`src/rtl/float_div_iter.sv`:
```
// float_div_iter: iterative floating-point divider.
// Radix-2 restoring division of the hidden-bit mantissas, one quotient bit
// per enabled clock, followed by a single normalise/round step. Special
// operands (zero, inf, NaN) bypass the iteration and complete at the accept
// edge. Denormal inputs are flushed to zero and results never produce
// denormals (they underflow to signed zero).
//
// Handshake: a transfer happens on a rising edge where valid && ready are both
// high. in_ready is high only in IDLE while enable is high; out_valid stays high
// with stable results in DONE until out_ready is seen on an enabled edge.
module float_div_iter #(
  parameter int EXP_W = 8,
  parameter int MAN_W = 23
) (
  input  logic             clk,
  input  logic             rstn,
  input  logic             enable,
  input  logic             in_valid,
  output logic             in_ready,
  input  logic [MAN_W-1:0] a_man,
  input  logic [EXP_W-1:0] a_exp,
  input  logic             a_sign,
  input  logic [MAN_W-1:0] b_man,
  input  logic [EXP_W-1:0] b_exp,
  input  logic             b_sign,
  output logic             out_valid,
  input  logic             out_ready,
  output logic [MAN_W-1:0] r_man,
  output logic [EXP_W-1:0] r_exp,
  output logic             r_sign,
  output logic [3:0]       flags
);

  localparam int BIAS  = (1 << (EXP_W - 1)) - 1;
  localparam int Q     = MAN_W + 3;
  localparam int CNT_W = $clog2(Q + 1);
  localparam int XW    = EXP_W + 2;

  // Exponent arithmetic runs at XW bits so negative and overflowing values
  // are representable as two's complement.
  localparam logic [XW-1:0] BIAS_X    = XW'(BIAS);
  localparam logic [XW-1:0] EXP_TOP_X = XW'((1 << EXP_W) - 1);
  localparam logic [XW-1:0] ONE_X     = XW'(1);

  localparam logic [MAN_W-1:0] QNAN_MAN = {1'b1, {(MAN_W - 1){1'b0}}};
  localparam logic [EXP_W-1:0] EXP_ONES = '1;

  // Flag bit order: {invalid, div_by_zero, overflow, underflow}
  localparam logic [3:0] F_NONE = 4'b0000;
  localparam logic [3:0] F_INV  = 4'b1000;
  localparam logic [3:0] F_DBZ  = 4'b0100;
  localparam logic [3:0] F_OVF  = 4'b0010;
  localparam logic [3:0] F_UNF  = 4'b0001;

  localparam logic [1:0] S_IDLE  = 2'd0;
  localparam logic [1:0] S_CALC  = 2'd1;
  localparam logic [1:0] S_ROUND = 2'd2;
  localparam logic [1:0] S_DONE  = 2'd3;

  logic [1:0]       state;
  logic [CNT_W-1:0] cnt;

  // Operation registers captured at accept.
  logic             sign_r;
  logic [XW-1:0]    exp_r;
  logic [MAN_W+1:0] rem_r;
  logic [MAN_W:0]   div_r;
  logic [Q-1:0]     quo_r;

  // Operand classification.
  logic a_is_zero, a_is_inf, a_is_nan;
  logic b_is_zero, b_is_inf, b_is_nan;

  // Special-case result.
  logic             spec_hit;
  logic             spec_sign;
  logic [EXP_W-1:0] spec_exp;
  logic [MAN_W-1:0] spec_man;
  logic [3:0]       spec_flags;

  // Division step.
  logic             rem_ge;
  logic [MAN_W+1:0] rem_diff;
  logic [MAN_W+1:0] rem_step;

  // Normalise / round.
  logic [Q-2:0]     norm_low;
  logic [XW-1:0]    exp_n;
  logic             guard_bit;
  logic             sticky_bit;
  logic             lsb_bit;
  logic             round_up;
  logic             man_carry;
  logic [MAN_W-1:0] man_rnd;
  logic [XW-1:0]    exp_f;
  logic             exp_ovf;
  logic             exp_unf;

  logic [XW-1:0]    exp_start;

  assign in_ready = (state == S_IDLE) && enable;

  assign exp_start = {2'b00, a_exp} - {2'b00, b_exp} + BIAS_X;

  // Classify operands: exponent 0 is zero (denormals flushed), all-ones is inf/NaN.
  always_comb begin
    a_is_zero = (a_exp == '0);
    a_is_inf  = (a_exp == EXP_ONES) && (a_man == '0);
    a_is_nan  = (a_exp == EXP_ONES) && (a_man != '0);
    b_is_zero = (b_exp == '0);
    b_is_inf  = (b_exp == EXP_ONES) && (b_man == '0);
    b_is_nan  = (b_exp == EXP_ONES) && (b_man != '0);
  end

  // Special-case result table; priority order resolves NaN before everything.
  always_comb begin
    spec_hit   = 1'b0;
    spec_sign  = a_sign ^ b_sign;
    spec_exp   = '0;
    spec_man   = '0;
    spec_flags = F_NONE;
    if (a_is_nan || b_is_nan || (a_is_zero && b_is_zero) || (a_is_inf && b_is_inf)) begin
      spec_hit   = 1'b1;
      spec_sign  = 1'b0;
      spec_exp   = EXP_ONES;
      spec_man   = QNAN_MAN;
      spec_flags = F_INV;
    end else if (a_is_inf) begin
      // inf divided by anything finite (zero included) stays inf, no exception
      spec_hit = 1'b1;
      spec_exp = EXP_ONES;
    end else if (b_is_zero) begin
      spec_hit   = 1'b1;
      spec_exp   = EXP_ONES;
      spec_flags = F_DBZ;
    end else if (a_is_zero || b_is_inf) begin
      spec_hit = 1'b1;
    end
  end

  // One restoring-division step: subtract divisor if it fits, then shift.
  always_comb begin
    rem_ge   = (rem_r >= {1'b0, div_r});
    rem_diff = rem_r - {1'b0, div_r};
    rem_step = rem_ge ? {rem_diff[MAN_W:0], 1'b0} : {rem_r[MAN_W:0], 1'b0};
  end

  // Normalise the quotient below the hidden bit and round to nearest even.
  // Below the stored mantissa there is one guard bit and one more bit that
  // joins the remainder in the sticky term.
  always_comb begin
    if (quo_r[Q-1]) begin
      norm_low = quo_r[Q-2:0];
      exp_n    = exp_r;
    end else begin
      norm_low = {quo_r[Q-3:0], 1'b0};
      exp_n    = exp_r - ONE_X;
    end
    guard_bit  = norm_low[1];
    sticky_bit = norm_low[0] | (|rem_r);
    lsb_bit    = norm_low[2];
    round_up   = guard_bit & (sticky_bit | lsb_bit);
    {man_carry, man_rnd} = {1'b0, norm_low[Q-2:2]} + {{MAN_W{1'b0}}, round_up};
    exp_f   = exp_n + {{(XW - 1){1'b0}}, man_carry};
    exp_ovf = ($signed(exp_f) >= $signed(EXP_TOP_X));
    exp_unf = exp_f[XW-1] || (exp_f == '0);
  end

  // Control FSM and datapath registers; nothing moves while enable is low.
  always_ff @(posedge clk or negedge rstn) begin
    if (!rstn) begin
      state     <= S_IDLE;
      cnt       <= '0;
      sign_r    <= 1'b0;
      exp_r     <= '0;
      rem_r     <= '0;
      div_r     <= '0;
      quo_r     <= '0;
      out_valid <= 1'b0;
      r_man     <= '0;
      r_exp     <= '0;
      r_sign    <= 1'b0;
      flags     <= '0;
    end else if (enable) begin
      case (state)
        S_IDLE: begin
          if (in_valid) begin
            sign_r <= a_sign ^ b_sign;
            exp_r  <= exp_start;
            rem_r  <= {1'b0, 1'b1, a_man};
            div_r  <= {1'b1, b_man};
            quo_r  <= '0;
            cnt    <= '0;
            if (spec_hit) begin
              r_sign    <= spec_sign;
              r_exp     <= spec_exp;
              r_man     <= spec_man;
              flags     <= spec_flags;
              out_valid <= 1'b1;
              state     <= S_DONE;
            end else begin
              state <= S_CALC;
            end
          end
        end
        S_CALC: begin
          quo_r <= {quo_r[Q-2:0], rem_ge};
          rem_r <= rem_step;
          if (cnt == CNT_W'(Q - 1)) begin
            cnt   <= '0;
            state <= S_ROUND;
          end else begin
            cnt <= cnt + 1'b1;
          end
        end
        S_ROUND: begin
          r_sign <= sign_r;
          if (exp_ovf) begin
            r_exp <= EXP_ONES;
            r_man <= '0;
            flags <= F_OVF;
          end else if (exp_unf) begin
            r_exp <= '0;
            r_man <= '0;
            flags <= F_UNF;
          end else begin
            r_exp <= exp_f[EXP_W-1:0];
            r_man <= man_rnd;
            flags <= F_NONE;
          end
          out_valid <= 1'b1;
          state     <= S_DONE;
        end
        default: begin
          if (out_ready) begin
            out_valid <= 1'b0;
            state     <= S_IDLE;
          end
        end
      endcase
    end
  end

endmodule

```
`config.mk`:
```
export PLATFORM = sky130hd
export DESIGN_NAME = float_div_iter
export DESIGN_NICKNAME = d
export VERILOG_FILES = /design/src/rtl/float_div_iter.sv
export SDC_FILE = /design/constraint.sdc
export NUM_CORES = 1
export LEC_CHECK = 0
export BUFFER_PORTS_ARGS = -buffer_cell sky130_fd_sc_hd__buf_2
export CAP_MARGIN = 30
export CORE_UTILIZATION = 54
export DETAILED_ROUTE_END_ITERATION = 10
export PLACE_DENSITY = 0.78
export SYNTH_ARGS = -nofsm -noshare
export SYNTH_HDL_FRONTEND = slang
export SYNTH_SLANG_ARGS = --single-unit
```
`constraint.sdc`:
```
create_clock -name clk -period 4.3 [get_ports clk]
set_input_delay 0.43 -clock clk [delete_from_list [all_inputs] [get_ports clk]]
set_output_delay 0.43 -clock clk [all_outputs]
set_load 0.01 [all_outputs]
```
==> results.md <==
* Post-DRT Antenna Nets at 0
* CTS Buf Count at 17
* Worst relative slew slack at 45.4%
* Clock-pin slew on the worst setup and hold paths at approximately 0.06 ns
* Final core occ at between 60 and 70%
* Reg2reg path depth at 17
* Net Sw Power at 3.40 mW
* Sw frac at 43.6%
* Worst Setup Slack post-DPL at -0.163 ns
* Critical path arrival at ~4.5 ns
* Die Area at 17000 um2
* Syn-to-layout area delta at 18.1%
* Commonest non-fill, non-tap cell in the layout: dfrtp_1
* Placed Cells at between 1000 and 1500
* Synth warnings at 0
* Final Cell Area at between 10000 and 15000 um2
* Post-DP Area at 9680 um2
* Clock network fraction of total power at a little over 20%
* R2r endpoint: r_man[22]$_DFFE_PN0P_
* Flop pwr share at between 20% and 30%
* Req. time, crit path at approximately 4.6 ns
* Initial antenna violation count at 1
* Highest-count cells in the layout ignoring fill and taps: dfrtp_1, buf_2, nand2_1
* Clock buffer depth at 2
* First-pass GRT wire length at ~37000 um
* Port Buffers at around 110
* Post-synth design cell area at 8900 um2
* Drt total wl at 23300 um
* Most used DFF post-synth: dfrtp_1
* Crit end category: register
* Chip width at about 130 um
* Largest net degree at the start of global routing at between 60 and 70
* # DRC at 0
* Final Setup Violations at 0
* Combinational Power Share at between 50% and 60%
* Critical path class: register to register
* Worst Setup SP: quo_r[25]$_DFFE_PN0P_
* Global route total overflow at 0
* Hold Path Class: input pin to asynchronous set/reset pin
* CP Max Fanout at 7
* Pint at ~4.4 mW
* Core Rows at 46
* Reg2reg setup slack at between 0.1 and 0.15 ns
* Fin crit share at 97.0%
* Core Area at between 15000 and 20000 um2
* H-tree depth at 4
* Worst setup path endpoint: r_man[22]$_DFFE_PN0P_
* Initial core utilization at between 50% and 60%
* Number of buffers inserted by hold repair at cts at 0
* Die height at between 100 and 150 um
* Slew of the pin with the lowest slew margin at a little over 0.8 ns
* Startpoint Class: register
* Max_cap viols at 0
* Synth Net Count at about 1100
* Power Density at roughly 740 nW/um2
* Fmax at around 240 MHz
* CTS tree: done
* Vias at 8050
* Fraction of layout cells with a size suffix above 1 at ~22%
* Worst Setup Slack, final at between 0.1 and 0.15 ns
* Drt pass-1 iters at 5
* Iter 0 DRT Violations at 586
* VDD IR max at 0.556 mV
* Post-synth EDFFs at 0
* Leakage at about 4.6 nW
* I/O Pins at between 100 and 150
* Final TNS setup at 0 ns
* CTS sink count at 130
* Root buf cell: clkbuf_16
* WL per Instance at between 15 and 20 um
* DPL Wire Length at approximately 17000 um
* Final std cells w/o fill at 1319
* Synth unique cells at 79
* Post-Route Skew at 0.00723 ns
* Seq/Total Area, Yosys at ~37%
* GPL Wtd Cong at around 0.94
* Status: finished clean
* Final nets at about 1200
* Fin. max-slew vios at 0
* Mean Syn Cell Area at 9.12 um2
* Number of global-route vias before repair at between 7000 and 8000
* Clk Latency, worst-skew pair at between 0.4 and 0.5 ns
* Min Tclk post-route at 4.17 ns
* RR Startpoint: quo_r[25]$_DFFE_PN0P_
* Number of fill cells at between 1000 and 1500
* Total GRT Usage at between 20% and 30%
* Fraction of registers with async set/reset at 100%
* Vias per cell at just over 6
* Syn Inst Count at just under 1000
* Final hold vios at 0
* Seq cells post-synth at 130
## sequential cells by signal (all words and copies together), names as in the netlist, 2 cells and up
name,count
flags,4
div_r,24
r_man,23
quo_r,26
cnt,5
exp_r,10
state,2
r_exp,8
rem_r,25
## layout make-up
cell class | count | area (um2) | area share, %
multi-input combinational | 746 | 5340 | 50.8
sequential | 130 | 3250 | 31.0
timing repair buffer | 139 | 801 | 7.62
clock buffer | 18 | 429 | 4.08
tap | 216 | 270 | 2.57
clock inverter | 13 | 211 | 2.01
inverter | 55 | 206 | 1.96
antenna | 2 | 5.00 | 0.0476
## Yosys cell counts (all sizes together) (9+ instances only)
| cell | n | area, um2 |
|---|---|---|
| dfrtp | 130 | 3250 |
| nand2 | 86 | 323 |
| nor2 | 69 | 259 |
| a21oi | 63 | 327 |
| o21ai | 57 | 285 |
| inv | 55 | 206 |
| a22o | 44 | 387 |
| xnor2 | 44 | 385 |
| ha | 43 | 538 |
| clkbuf | 32 | 120 |
| mux2 | 31 | 353 |
| nor3 | 30 | 166 |
| xor2 | 29 | 254 |
| nor4 | 26 | 205 |
| nand3 | 22 | 115 |
| mux2i | 18 | 180 |
| a211oi | 17 | 128 |
| nand4 | 17 | 113 |
| buf | 14 | 90.1 |
| nand2b | 13 | 81.3 |
| nor2b | 13 | 81.3 |
| o22ai | 13 | 81.3 |
| a21o | 9 | 67.6 |
| o32ai | 9 | 78.8 |
## repair_timing
action	in CTS	in global routing
endpoints found under the hold margin	0	0
pin swaps	2	7
gates cloned	1	0
resized for setup	0	16
endpoints found under the setup margin	23	31
setup buffers	1	10
## worst min-delay path by stage
| stage | startpoint | end | slack [ns] | cells past startpoint |
|---|---|---|---|---|
| 6_report | rstn | r_man[14]$_DFFE_PN0P_ | 0.07 | 1 |
| 3_5_place_dp | div_r[23]$_DFFE_PN0P_ | div_r[23]$_DFFE_PN0P_ | 0.44 | 2 |
| 2_1_floorplan | rstn | cnt[0]$_DFFE_PN0P_ | 0.13 | 0 |
| 4_1_cts | rstn | r_man[14]$_DFFE_PN0P_ | 0.1 | 1 |
| 3_3_place_gp | div_r[23]$_DFFE_PN0P_ | div_r[23]$_DFFE_PN0P_ | 0.43 | 2 |
| 5_1_grt | rstn | r_man[15]$_DFFE_PN0P_ | 0.14 | 1 |
## critical path: stages (launching register included)
cell       delay, ns
dfrtp_2         0.45
nand2b_2        0.24
a2111oi_4       0.44
nand4_2         0.16
nor3_2          0.23
nand2_1         0.13
nor2_2          0.13
ha_2            0.21
ha_2            0.22
nor4bb_4        0.26
a32oi_2         0.15
nor3_2          0.24
mux2_2          0.36
a22oi_2         0.13
buf_4           0.20
nor3_4          0.05
buf_4           0.16
a221o_1         0.30
## layer usage
| layer | vias up | wire [um] | global-route usage [%] |
|---|---|---|---|
| met2 | 320 | 11100 | 45.1 |
| li1 | 3815 | - | - |
| met5 | - | 0 | 0 |
| met1 | 3852 | 9940 | 37.0 |
| met3 | 63 | 1530 | 4.85 |
| met4 | 0 | 749 | 13.9 |
## power groups by stage
stage	Sequential (mW)	Clock [mW]	Combinational [mW]
2_1_floorplan	1.88	0	3.17
3_3_place_gp	1.98	0	3.96
3_5_place_dp	2.00	0	4.03
4_1_cts	1.98	1.60	4.09
5_1_grt	2.04	1.66	4.67
6_report	1.99	1.59	4.22
## through the flow
stage / hold slack [ns] / total power [mW]
5_1_grt: 0.141 / 8.36
4_1_cts: 0.0966 / 7.67
6_report: 0.0712 / 7.79
3_3_place_gp: 0.431 / 5.95
3_5_place_dp: 0.443 / 6.03
2_1_floorplan: 0.134 / 5.05
## cell families after synthesis
logic type	count (synthesis)	synth area share, %
AO/OA/AOI/OAI	268	21.0
AND/OR/NAND/NOR	310	18.1
XOR/XNOR	73	7.18
adder cells (fa/ha/maj)	45	6.50
buffers and inverters	101	4.68
flip-flops	130	36.6
multiplexers	49	5.99
Note: power is estimated with default switching activity, not from simulation.
